<file path="src/rtl/vedic_mult_8bit.sv">
// Unsigned 8x8 -> 16-bit Urdhva-Tiryagbhyam multiplier with CLA partial-product summation.
// Product is registered once: one-cycle latency, one operand pair accepted per cycle.

package vedic_mult_8bit_pkg;

    // Carry into each bit of a 4-bit lookahead group (bit 0 receives cin).
    function automatic logic [3:0] cla4_carries(input logic [3:0] x, input logic [3:0] y,
                                                input logic cin);
        logic [3:0] g;
        logic [3:0] p;
        g = x & y;
        p = x ^ y;
        cla4_carries[0] = cin;
        cla4_carries[1] = g[0] | (p[0] & cin);
        cla4_carries[2] = g[1] | (p[1] & g[0]) | (p[1] & p[0] & cin);
        cla4_carries[3] = g[2] | (p[2] & g[1]) | (p[2] & p[1] & g[0]) | (p[2] & p[1] & p[0] & cin);
    endfunction

    function automatic logic cla4_cout(input logic [3:0] x, input logic [3:0] y, input logic cin);
        logic [3:0] g;
        logic [3:0] p;
        g = x & y;
        p = x ^ y;
        cla4_cout = g[3] | (p[3] & g[2]) | (p[3] & p[2] & g[1]) | (p[3] & p[2] & p[1] & g[0])
                  | (p[3] & p[2] & p[1] & p[0] & cin);
    endfunction

    function automatic logic [3:0] cla4_sum(input logic [3:0] x, input logic [3:0] y,
                                            input logic cin);
        cla4_sum = (x ^ y) ^ cla4_carries(x, y, cin);
    endfunction

endpackage

module vedic_2x2 (
    input  logic [1:0] a,
    input  logic [1:0] b,
    output logic [3:0] prod
);
    logic t1, t2, t3, c1;

    assign t1 = a[1] & b[0];
    assign t2 = a[0] & b[1];
    assign t3 = a[1] & b[1];
    assign c1 = t1 & t2;

    assign prod[0] = a[0] & b[0];
    assign prod[1] = t1 ^ t2;
    assign prod[2] = t3 ^ c1;
    assign prod[3] = t3 & c1;
endmodule

module vedic_4x4 (
    input  logic [3:0] a,
    input  logic [3:0] b,
    output logic [7:0] prod
);
    import vedic_mult_8bit_pkg::*;

    logic [3:0] ll, hl, lh, hh;
    logic [3:0] m1, m2;
    logic       m1_c, m2_c;

    vedic_2x2 u_ll (.a(a[1:0]), .b(b[1:0]), .prod(ll));
    vedic_2x2 u_hl (.a(a[3:2]), .b(b[1:0]), .prod(hl));
    vedic_2x2 u_lh (.a(a[1:0]), .b(b[3:2]), .prod(lh));
    vedic_2x2 u_hh (.a(a[3:2]), .b(b[3:2]), .prod(hh));

    assign m1   = cla4_sum(hl, lh, 1'b0);
    assign m1_c = cla4_cout(hl, lh, 1'b0);
    assign m2   = cla4_sum(m1, {2'b00, ll[3:2]}, 1'b0);
    // Middle sum is at most 9+9+3=21, so only one of the two carries can be set.
    assign m2_c = m1_c | cla4_cout(m1, {2'b00, ll[3:2]}, 1'b0);

    assign prod[1:0] = ll[1:0];
    assign prod[3:2] = m2[1:0];
    assign prod[7:4] = cla4_sum(hh, {1'b0, m2_c, m2[3:2]}, 1'b0);
endmodule

module vedic_mult_8bit (
    input  logic        clk,
    input  logic        rst_n,
    input  logic [7:0]  a,
    input  logic [7:0]  b,
    output logic [15:0] out
);
    import vedic_mult_8bit_pkg::*;

    logic [7:0] q0, q1, q2, q3;
    logic [8:0] s1, s2;
    logic       s1_c4, s2_c4, s2_c8, hi_c4;
    logic [7:0] hi;

    vedic_4x4 u_q0 (.a(a[3:0]), .b(b[3:0]), .prod(q0));
    vedic_4x4 u_q1 (.a(a[7:4]), .b(b[3:0]), .prod(q1));
    vedic_4x4 u_q2 (.a(a[3:0]), .b(b[7:4]), .prod(q2));
    vedic_4x4 u_q3 (.a(a[7:4]), .b(b[7:4]), .prod(q3));

    assign s1[3:0] = cla4_sum(q1[3:0], q2[3:0], 1'b0);
    assign s1_c4   = cla4_cout(q1[3:0], q2[3:0], 1'b0);
    assign s1[7:4] = cla4_sum(q1[7:4], q2[7:4], s1_c4);
    assign s1[8]   = cla4_cout(q1[7:4], q2[7:4], s1_c4);

    assign s2[3:0] = cla4_sum(s1[3:0], q0[7:4], 1'b0);
    assign s2_c4   = cla4_cout(s1[3:0], q0[7:4], 1'b0);
    assign s2[7:4] = cla4_sum(s1[7:4], 4'b0000, s2_c4);
    assign s2_c8   = cla4_cout(s1[7:4], 4'b0000, s2_c4);
    // s1 + q0[7:4] <= 225+225+15 < 512, so bit 8 never receives two carries.
    assign s2[8]   = s1[8] | s2_c8;

    assign hi[3:0] = cla4_sum(q3[3:0], s2[7:4], 1'b0);
    assign hi_c4   = cla4_cout(q3[3:0], s2[7:4], 1'b0);
    assign hi[7:4] = cla4_sum(q3[7:4], {3'b000, s2[8]}, hi_c4);

    always_ff @(posedge clk) begin
        if (!rst_n) begin
            out <= '0;
        end else begin
            out <= {hi, s2[3:0], q0[3:0]};
        end
    end
endmodule

</file>
<file path="config.mk">
export PLATFORM = sky130hd
export DESIGN_NAME = vedic_mult_8bit
export DESIGN_NICKNAME = d
export VERILOG_FILES = /design/src/rtl/vedic_mult_8bit.sv
export SDC_FILE = /design/constraint.sdc
export NUM_CORES = 1
export LEC_CHECK = 0
export ABC_AREA = 1
export CAP_MARGIN = 25
export CELL_PAD_IN_SITES_DETAIL_PLACEMENT = 1
export CELL_PAD_IN_SITES_GLOBAL_PLACEMENT = 1
export CORE_MARGIN = 1.5
export CORE_UTILIZATION = 45
export CTS_BUF_LIST = sky130_fd_sc_hd__clkbuf_16
export DETAILED_ROUTE_END_ITERATION = 6
export HOLD_SLACK_MARGIN = 0.06
export MAX_ROUTING_LAYER = met4
export PLACE_DENSITY_LB_ADDON = 0.05
export SETUP_SLACK_MARGIN = 0.1
export SLEW_MARGIN = 20
export SYNTH_ARGS = -nofsm -noshare
export SYNTH_HDL_FRONTEND = slang
export SYNTH_SLANG_ARGS = --single-unit
</file>
<file path="constraint.sdc">
create_clock -name clk -period 8.95 [get_ports clk]
set_input_delay 1.3425 -clock clk [delete_from_list [all_inputs] [get_ports clk]]
set_output_delay 1.3425 -clock clk [all_outputs]
set_load 0.02 [all_outputs]
</file>
==> metrics.md <==
| Metric | Value |
|---|---|
| LEAKAGE | 2.47 nW |
| Synthesis-to-finish area growth | 14.3% |
| Maximum number of pins on one net before global-route repair | 12 |
| Number of H-tree levels | 1 |
| Global-route wire length before repair | roughly 13000 um |
| Number of top-level pins | 34 |
| CTS sink count | 16 |
| Die Footprint | 0.00770 mm2 |
| Worst Max-Slew Pin Slew | 0.475 ns |
| Worst VDD drop | 0.0715 mV |
| Distinct cells, synth | 21 |
| Clock Path Buffers | 2 |
| Number of synthesized register bits | 16 |
| Total core area | ~0.0069 mm2 |
| Final number of setup-violating endpoints | 0 |
| Total power of the final layout | between 0.6 and 0.7 mW |
| Dominant cell type by area after synthesis | ha_1 |
| Endpoints failing hold | 0 |
| Achievable Freq | 0.146 GHz |
| Worst setup EP type | flip-flop |
| Critical Path AT | 6.97 ns |
| Synth cell count leaders | nand2_1, inv_1, ha_1, a21oi_1, nor2_1 |
| Clock transition at the register clock pins on the worst setup and hold paths after CTS | ~0.040 ns |
| Period utilization | 0.765 |
| Instance count after placement with tap cells included | between 500 and 600 |
| Yosys warns | 0 |
| Finished Core Util | 0.538 |
| GRT overflow | 0 |
| First-pass DRT Iterations | 4 |
| Antenna violations before repair | 0 |
| Routed WL per cell | 13.2 um |
| Class of the tightest hold or removal check | primary input to flip-flop |
| Vias in the first global route | 2881 |
| Quantity of gates resized following cts | 0 |
| X dimension of the die | about 90 um |
| Synthesized netlist cell count | about 450 |
| Area occupied by multi-input gates | between 0.002 and 0.0025 mm2 |
| GRT Resource Usage Total | 0.219 |
| Share of post-route cells with drive strength above 1 | 0.0128 |
| Critical path class | primary input to flip-flop |
| Initial Utilization | 0.470 |
| Slew Limit Headroom | 0.680 |
| Final worst setup slack | around 2.1 ns |
| Most flops, register | out |
| Total negative slack | 0 ns |
| Count of antenna-violating nets left after detailed routing | 0 |
| Outcome | complete, no violations |
| Most frequently used flop master after synthesis | dfxtp_1 |
| Clock buffer count from CTS | 3 |
| # fillers | 935 |
| Unrepaired setup endpoints after global routing | no |
| Average size of a mapped cell | just over 7 um2 |
| Number of max-slew violations in the final report | 0 |
| Area after detailed placement | ~0.0036 mm2 |
| Via count of the routed design | ~2700 |
| Worst-path fanout max | 8 |
| Pre-CTS setup slack | between 1.5 and 2 ns |
| Number of rows created at floorplan | 30 |
| Number of port buffers | 33 |
| Violation count after the first detailed-routing iteration | 52 |
| Routability cong. | just under 0.9 |
| Min Hold Slack | 1.94 ns |
| Number of flip-flops under the largest register name | 16 |
| Synth top area share | 0.333 |
| Final instance count without filler cells | around 570 |
| PwrDens | 187 mW/mm2 |
| Registers with the most flip-flops | out: 16 flops |
| Seq. cell area | roughly 320 um2 |
| Final instance area | approximately 0.0037 mm2 |
| Total of max-cap violations | 0 |
| Time the worst path needs with I/O delays and setup | 6.85 ns |
| EDFF count, synth | 0 |
| Clock tree from TritonCTS | done |
| Estimated wirelength of the detail-placed design | between 6000 and 7000 um |
| Kind of launch point of the worst setup path | primary input |
| Number of buffers inserted by hold repair at cts | 0 |
| Library cell used as clock root buffer | clkbuf_16 |
| Detail-routed via count per cell | slightly below 5 |
| Netlist area before placement | roughly 0.0032 mm2 |
| Most frequently used cell type in the post-synthesis netlist | nand2_1 |
| Final WL | 7500 um |
| DRC violation count after routing | 0 |
| Die boundary height | a little under 90 um |
| Ant diodes | 0 |
| Setup repair bufs after CTS | 0 |
| Sequential area share after synthesis | 0.0991 |
| Synthesized net count | ~570 |
| Data required time at the worst endpoint | between 9 and 10 ns |
| Number of nets at the end of the flow | just under 600 |
| Async SR Flop Fraction | 0 |
| Leading post-synthesis cells by cell area | ha_1, nand2_1, inv_1 |
cells in the final DEF (no fill, tap or decap):
cell type	instances
a21o_2	1
a21oi_1	25
a21oi_2	1
clkbuf_16	3
clkdlybuf4s50_1	33
dfxtp_1	16
fa_1	17
ha_1	86
inv_1	98
nand2_1	109
nand3_1	16
nand3_2	1
nand3b_1	3
nand4_1	1
nor2_1	20
o21a_1	1
o21ai_0	6
o21ai_1	1
o31ai_1	2
or2_0	1
xnor2_1	11
xor2_1	18
path summary, 6_finish.rpt:
check	cells after the start	endpoint	startpoint	slack, ns
setup / recovery	27	out[13]$_SDFF_PN0_	a[0]	2.10
hold / removal	3	out[2]$_SDFF_PN0_	rst_n	1.94
cell families (layout without fill, tap and decap cells):
kind of cell	count (synthesis)	count (layout)	synth area share
AOI/OAI and AO/OA	37	37	0.0619
and+or+nand+nor	151	151	0.189
xor gates and xnor gates	29	29	0.0786
adders and majority gates	103	103	0.438
DFF	16	16	0.0991
buffers and inverters	115	134	0.134
layout make-up:
class / instances / share of cell area
Inverter: 98 / 0.0996
Timing Repair Buffer: 33 / 0.0894
Clock buffer: 3 / 0.0203
Multi-Input combinational cell: 320 / 0.671
Sequential cell: 16 / 0.0867
Tap cell: 96 / 0.0325
layer usage:
metal	vias to the layer above	GRT usage	wire length, um
met5	-	-	0
met2	26	0.407	3760
met1	1283	0.269	3590
met4	0	0.0303	39
li1	1428	-	-
met3	4	0.00566	105
where the power goes:
group          switching (mW)  total [mW]  internal, mW
sequential            0.00515       0.100        0.0949
clock                  0.0232      0.0814        0.0582
combinational           0.290       0.508         0.218
total                   0.318       0.689         0.371
worst max-delay path: stages:
cell and delay [ns]:
clkdlybuf4s50_1 0.60, nand2_1 0.13, inv_1 0.05, ha_1 0.33, fa_1 0.54, inv_1 0.06, fa_1 0.38, xor2_1 0.19
ha_1 0.26, fa_1 0.43, xor2_1 0.17, ha_1 0.35, nand2_1 0.10, inv_1 0.05, a21oi_1 0.20, nand2_1 0.10
ha_1 0.22, xnor2_1 0.14, inv_1 0.09, ha_1 0.19, nand2_1 0.10, nand2_1 0.06, o21ai_0 0.06, o21ai_1 0.15
fa_1 0.45, xor2_1 0.17, nor2_1 0.05
No activity file was read; power rests on OpenSTA's default activity.
